`config.mk`:
```
export PLATFORM = sky130hd
export DESIGN_NAME = ram16_arbiter_flat
export DESIGN_NICKNAME = d
export VERILOG_FILES = /design/src/rtl/ram16_arbiter_if.sv /design/src/rtl/ram16_arbiter.sv /design/src/flat_wrapper.sv
export SDC_FILE = /design/constraint.sdc
export NUM_CORES = 1
export LEC_CHECK = 0
export ABC_AREA = 1
export BUFFER_PORTS_ARGS = -buffer_cell sky130_fd_sc_hd__buf_2
export CELL_PAD_IN_SITES_DETAIL_PLACEMENT = 0
export CELL_PAD_IN_SITES_GLOBAL_PLACEMENT = 1
export CORE_MARGIN = 10
export CORE_UTILIZATION = 32
export CTS_CLUSTER_SIZE = 16
export DETAILED_ROUTE_END_ITERATION = 10
export PLACE_DENSITY = 0.75
export SYNTH_ARGS = -nofsm -noshare
export SYNTH_HDL_FRONTEND = slang
export SYNTH_SLANG_ARGS = --single-unit
```
`constraint.sdc`:
```
create_clock -name clk -period 1.6 [get_ports clk]
set_input_delay 0.32 -clock clk [delete_from_list [all_inputs] [get_ports clk]]
set_output_delay 0.32 -clock clk [all_outputs]
set_load 0.01 [all_outputs]
```
`src/rtl/ram16_arbiter_if.sv`:
```
// Bus bundle between the two requesters, the arbiter and the shared RAM16 pins.
// The arbiter connects through the slave modport; the master modport is the requesters/RAM side.
interface ram16_arbiter_if #(
  parameter int AW = 2,
  parameter int DW = 4
);
  logic          req0;
  logic          wr0;
  logic [AW-1:0] a0;
  logic [DW-1:0] d0;
  logic          ack0;
  logic [DW-1:0] q0;

  logic          req1;
  logic          wr1;
  logic [AW-1:0] a1;
  logic [DW-1:0] d1;
  logic          ack1;
  logic [DW-1:0] q1;

  logic          busy;
  logic          ram_en;
  logic          ram_we;
  logic [AW-1:0] ram_a;
  logic [DW-1:0] ram_d;
  logic [DW-1:0] ram_q;

  modport slave (
    input  req0, wr0, a0, d0, req1, wr1, a1, d1, ram_q,
    output ack0, q0, ack1, q1, busy, ram_en, ram_we, ram_a, ram_d
  );

  modport master (
    output req0, wr0, a0, d0, req1, wr1, a1, d1, ram_q,
    input  ack0, q0, ack1, q1, busy, ram_en, ram_we, ram_a, ram_d
  );
endinterface

```
`src/rtl/ram16_arbiter.sv`:
```
// Round-robin two-port access controller for a single RAM16: clears the RAM after reset,
// then serves one single-word read or write per three-cycle transaction.
module ram16_arbiter #(
  parameter int            AW       = 2,
  parameter int            DW       = 4,
  parameter logic [DW-1:0] INIT_VAL = '0
) (
  input  logic              clk,
  input  logic              rstn,
  ram16_arbiter_if.slave    bus
);

  typedef enum logic [1:0] {INIT, IDLE, ACCESS, RESP} state_t;

  localparam logic [AW-1:0] LAST_ADDR = '1;

  state_t        state;
  state_t        state_nxt;
  logic [AW-1:0] cnt;
  logic          ptr;
  logic          win;
  logic          lat_wr;
  logic [AW-1:0] lat_a;
  logic [DW-1:0] lat_d;
  logic [DW-1:0] q0_r;
  logic [DW-1:0] q1_r;
  logic          grant;
  logic          grant_port;

  // Under contention the port that was not granted last wins.
  assign grant      = bus.req0 | bus.req1;
  assign grant_port = (bus.req0 & bus.req1) ? ~ptr : bus.req1;

  always_ff @(posedge clk) begin
    if (!rstn) state <= INIT;
    else       state <= state_nxt;
  end

  // NOTE: every output and next-state signal gets a default first so no path infers a latch.
  always_comb begin
    state_nxt  = state;
    bus.ram_en = 1'b0;
    bus.ram_we = 1'b0;
    bus.ram_a  = '0;
    bus.ram_d  = '0;
    bus.busy   = 1'b0;
    bus.ack0   = 1'b0;
    bus.ack1   = 1'b0;
    if (!rstn) begin
      // Held in reset the RAM pins stay quiet and a pending ACK is dropped.
      bus.busy = 1'b1;
    end else begin
      case (state)
        INIT: begin
          bus.ram_en = 1'b1;
          bus.ram_we = 1'b1;
          bus.ram_a  = cnt;
          bus.ram_d  = INIT_VAL;
          bus.busy   = 1'b1;
          if (cnt == LAST_ADDR) state_nxt = IDLE;
        end
        IDLE: begin
          if (grant) state_nxt = ACCESS;
        end
        ACCESS: begin
          bus.ram_en = 1'b1;
          bus.ram_we = lat_wr;
          bus.ram_a  = lat_a;
          bus.ram_d  = lat_d;
          state_nxt  = RESP;
        end
        RESP: begin
          bus.ack0  = ~win;
          bus.ack1  = win;
          state_nxt = IDLE;
        end
        default: state_nxt = INIT;
      endcase
    end
  end

  // NOTE: sequential state uses non-blocking assignments so every register samples pre-edge values.
  always_ff @(posedge clk) begin
    if (!rstn) begin
      cnt    <= '0;
      ptr    <= 1'b0;
      win    <= 1'b0;
      lat_wr <= 1'b0;
      lat_a  <= '0;
      lat_d  <= '0;
      q0_r   <= '0;
      q1_r   <= '0;
    end else begin
      if (state == INIT) cnt <= cnt + 1'b1;
      if (state == IDLE && grant) begin
        win    <= grant_port;
        ptr    <= grant_port;
        lat_wr <= grant_port ? bus.wr1 : bus.wr0;
        lat_a  <= grant_port ? bus.a1  : bus.a0;
        lat_d  <= grant_port ? bus.d1  : bus.d0;
      end
      if (state == ACCESS && !lat_wr) begin
        if (win) q1_r <= bus.ram_q;
        else     q0_r <= bus.ram_q;
      end
    end
  end

  assign bus.q0 = q0_r;
  assign bus.q1 = q1_r;

endmodule

```
`src/flat_wrapper.sv`:
```
// flat-port wrapper written by rule: the top's interface ports become plain ports
module ram16_arbiter_flat 
#(
  parameter int            AW       = 2,
  parameter int            DW       = 4,
  parameter logic [DW-1:0] INIT_VAL = '0
)
  (clk, rstn, bus_req0, bus_wr0, bus_a0, bus_d0, bus_req1, bus_wr1, bus_a1, bus_d1, bus_ram_q, bus_ack0, bus_q0, bus_ack1, bus_q1, bus_busy, bus_ram_en, bus_ram_we, bus_ram_a, bus_ram_d);
  ram16_arbiter_if #(.AW(AW), .DW(DW)) bus_i ();
  input  logic clk;
  input  logic rstn;
  input wire logic [$bits(bus_i.req0)-1:0] bus_req0;
  input wire logic [$bits(bus_i.wr0)-1:0] bus_wr0;
  input wire logic [$bits(bus_i.a0)-1:0] bus_a0;
  input wire logic [$bits(bus_i.d0)-1:0] bus_d0;
  input wire logic [$bits(bus_i.req1)-1:0] bus_req1;
  input wire logic [$bits(bus_i.wr1)-1:0] bus_wr1;
  input wire logic [$bits(bus_i.a1)-1:0] bus_a1;
  input wire logic [$bits(bus_i.d1)-1:0] bus_d1;
  input wire logic [$bits(bus_i.ram_q)-1:0] bus_ram_q;
  output wire logic [$bits(bus_i.ack0)-1:0] bus_ack0;
  output wire logic [$bits(bus_i.q0)-1:0] bus_q0;
  output wire logic [$bits(bus_i.ack1)-1:0] bus_ack1;
  output wire logic [$bits(bus_i.q1)-1:0] bus_q1;
  output wire logic [$bits(bus_i.busy)-1:0] bus_busy;
  output wire logic [$bits(bus_i.ram_en)-1:0] bus_ram_en;
  output wire logic [$bits(bus_i.ram_we)-1:0] bus_ram_we;
  output wire logic [$bits(bus_i.ram_a)-1:0] bus_ram_a;
  output wire logic [$bits(bus_i.ram_d)-1:0] bus_ram_d;
  assign bus_i.req0 = bus_req0;
  assign bus_i.wr0 = bus_wr0;
  assign bus_i.a0 = bus_a0;
  assign bus_i.d0 = bus_d0;
  assign bus_i.req1 = bus_req1;
  assign bus_i.wr1 = bus_wr1;
  assign bus_i.a1 = bus_a1;
  assign bus_i.d1 = bus_d1;
  assign bus_i.ram_q = bus_ram_q;
  assign bus_ack0 = bus_i.ack0;
  assign bus_q0 = bus_i.q0;
  assign bus_ack1 = bus_i.ack1;
  assign bus_q1 = bus_i.q1;
  assign bus_busy = bus_i.busy;
  assign bus_ram_en = bus_i.ram_en;
  assign bus_ram_we = bus_i.ram_we;
  assign bus_ram_a = bus_i.ram_a;
  assign bus_ram_d = bus_i.ram_d;
  ram16_arbiter #(.AW(AW), .DW(DW), .INIT_VAL(INIT_VAL)) u_core (.clk(clk), .rstn(rstn), .bus(bus_i));
endmodule
```
==> summary.md <==
| Metric | Value |
|---|---|
| Critical Path Sink | bus_ram_we |
| Initial Utilization | between 30 and 40% |
| Delay-heaviest family, CP | flip-flops |
| Logic pwr share | 51.1% |
| Slowest CP cell | dfxtp_4 |
| Clock sinks | 20 |
| Initial antenna violation count | 0 |
| Net Switching | around 0.81 mW |
| First DRT Iteration DRCs | 25 |
| Final min period | 1.66 ns |
| Max Clk Rate | about 600 MHz |
| Worst r2r src | u_core.state[1] |
| Pwr Density | 1340 nW/um^2 |
| CP Class | flip-flop to output port |
| Die Ht | 77.7 um |
| Vias in the first global route | 1133 |
| Max Slew Vio Count | 0 |
| Avg WL per Cell | ~12 um |
| CP Capture Type | output port |
| Die width | between 70 and 80 um |
| Worst Clk Skew | approximately 0.0035 ns |
| Clk buf depth | 2 |
| Final-layout fill cell count | ~330 |
| Sw frac | 40.4% |
| Vias | ~1.2k |
| Sequential fraction of the synthesis area | approximately 38% |
| DRT antenna net count | 0 |
| Bufs and invs on worst path | 3 |
| Total track usage | 9.68% |
| Clock power share | 11.7% |
| Vias/cell | ~4.7 |
| Multi-input logic area | between 600 and 700 sq um |
| Syn Std Cell Area | 1060 sq um |
| CP startpoint kind | flip-flop |
| Nets | 233 |
| Layout cell share with drive strength beyond 1 | a little under two fifths |
| Dpl cells | ~240 |
| CTS Root Cell | clkbuf_4 |
| CTS tree | done |
| Peak per-stage delay on the critical path | 0.37 ns |
| Final Hold Fails | 0 |
| WL final | slightly above 3000 um |
| CTS clk-pin slew, worst paths | roughly 0.11 ns |
| Most frequent cells in the layout | nand2_1, buf_2, nand3_1, dfxtp_1, inv_1 |
| Clk_lat worst skew | a little under 0.3 ns |
| Cell taking the most area after synthesis | dfxtp_1 |
| Largest net degree at the start of global routing | 14 |
| Detailed-route DRC error count | 0 |
| Syn avg cell area | 6.82 sq um |
| Sequential share of power | between 30% and 40% |
| Final Cycle Share | 103% |
| RSZ-0062 raised after global routing | true |
| Syn_nets | 184 |
| Crit-path most repeated cell | inv_4 |
| Commonest non-fill, non-tap cell in the layout | nand2_1 |
| Critical Path Start | u_core.state[0] |
| Post-synthesis register bit count | 20 |
| Worst VDD drop | ~480 uV |
| Area share of the leading cell type in the synthesized netlist | between 30 and 40% |
| Max cap viols | 0 |
| First-pass GRT wire length | about 5000 um |
| Failing checks | setup timing |
| Status | finished with violations |
| Crit path depth | 6 |
| P&R area growth vs syn | 40.4% |
| Antenna fix cells | 0 |
| Length of the first detailed-routing pass in iterations | 4 |
| Row count | 20 |
| End of the worst register-to-register path | u_core.lat_a[1] |
| Post-layout util | 47.7% |
| GRT overflow | 0 |
| # IOs | between 40 and 50 |
| Leak | 0.734 nW |
| Final setup fails | 4 |
| Yosys warnings | 0 |
| Crit-path cells | inv_4 -> ha_4 -> inv_4 -> a21oi_4 -> o21a_1 -> buf_2 |
| FF-to-FF setup slack | around 0.15 ns |
| Top cells by area, synth | dfxtp_1, nand2_1, nand3_1 |
| FF/Latch Area | ~400 sq um |
| Crit Path Max Fanout | 3 |
| Worst Path Arrival | about 1.3 ns |
| Int Power | ~1.2 mW |
| RD Place Congestion | 0.703 |
| Pre-CTS WS | 0.0892 ns |
| Port Buffers | 40 |
| Worst setup margin | -0.0559 ns |
| Hold_ws | between 0.3 and 0.4 ns |
| R2R depth | 8 |
| Hold WC Path Type | input port to flip-flop |
| H-tree Lvls | 1 |
| Post-route insts no fill | ~250 |
| Worst Path Required | 1.28 ns |
| CTS Buf Count | 3 |
| Core Area | between 3000 and 4000 sq um |
| Synth cell types | 21 |
| Post-Syn Instances | 156 |
| Hold-fix buffer count after cts | 0 |
| Slew @ Worst Pin | 0.354 ns |
| Detailed Place HPWL | ~2400 um |
| Worst relative slew slack | 76.4% |
| DIE AREA | about 6000 sq um |
[worst min-delay path: cells and delay by family]
family	cells	cell delay, ns
buffers and inverters	2	0.12
and+or+nand+nor	3	0.14
[repair_timing]
action                     in CTS  in global routing
gates resized for setup        19                 13
pin swaps                       4                  6
setup buffers                   3                  3
setup endpoints to repair      10                 10
[stage by stage]
stage / TNS [ns] / instance area (sq um) / total power [mW]
floorplan: 0 / 1060 / 1.26
global placement: 0 / 1320 / 1.50
detailed placement: 0 / 1320 / 1.51
CTS: -0.0445 / 1420 / 1.89
global route: -0.438 / 1490 / 2.17
finish: -0.113 / 1490 / 2.00
[Yosys cell counts (all sizes together)]
library cell	instances
a21oi	14
buf	6
clkbuf	1
dfxtp	20
ha	6
inv	18
nand2	47
nand3	18
nand4	8
nor2	11
nor3	1
o21a	1
o21ai	2
o22ai	2
or2	1
[layout make-up]
type,instances,area share [%]
clock buffers,3,1.51
multi-input cells,111,41.9
inverters,18,5.20
well taps,44,3.69
flip-flops and latches,20,27.4
repair buffers,51,20.3
[per-layer routing]
layer | share of wire, % | track usage, % | wire (um)
met4 | 0.68 | 2.19 | 21
met5 | 0 | 0 | 0
met3 | 9.5 | 4.72 | 293
met1 | 41 | 10.4 | 1270
met2 | 49 | 16.7 | 1500
[cell families (layout without fill, tap and decap cells)]
group           after synthesis  in the layout  share of synthesized area [%]
simple gates                 86             86                           36.1
buf+inv                      25             72                           9.76
flops                        20             20                           37.6
compound gates               19             19                           9.41
fa+ha+maj                     6              6                           7.06
[sequential cells by signal (all words and copies together) (netlist names)]
signal         flops
u_core.lat_d       4
u_core.cnt         2
u_core.lat_a       2
u_core.win         1
u_core.bus.q1      4
u_core.lat_wr      1
u_core.state       2
u_core.bus.q0      4
[worst min path at each step]
stage                startpoint               end  slack, ns  cells after the start
5_1_grt            bus_ram_q[1]  u_core.bus.q1[1]       0.32                      3
2_1_floorplan     u_core.cnt[0]     u_core.cnt[0]       0.46                      1
3_5_place_dp   u_core.bus.q0[2]  u_core.bus.q0[2]       0.45                      2
4_1_cts               bus_d0[1]   u_core.lat_d[1]       0.30                      5
3_3_place_gp   u_core.bus.q0[3]  u_core.bus.q0[3]       0.45                      2
6_report              bus_d0[1]   u_core.lat_d[1]       0.31                      5
[power by group through the flow]
| stage | Clock [mW] | Combinational, mW | Sequential [mW] |
|---|---|---|---|
| floorplan | 0 | 0.547 | 0.712 |
| global placement | 0 | 0.765 | 0.730 |
| detailed placement | 0 | 0.773 | 0.737 |
| global route | 0.257 | 1.16 | 0.759 |
| CTS | 0.243 | 0.897 | 0.753 |
| finish | 0.233 | 1.02 | 0.745 |
No activity file was read; power rests on OpenSTA's default activity.
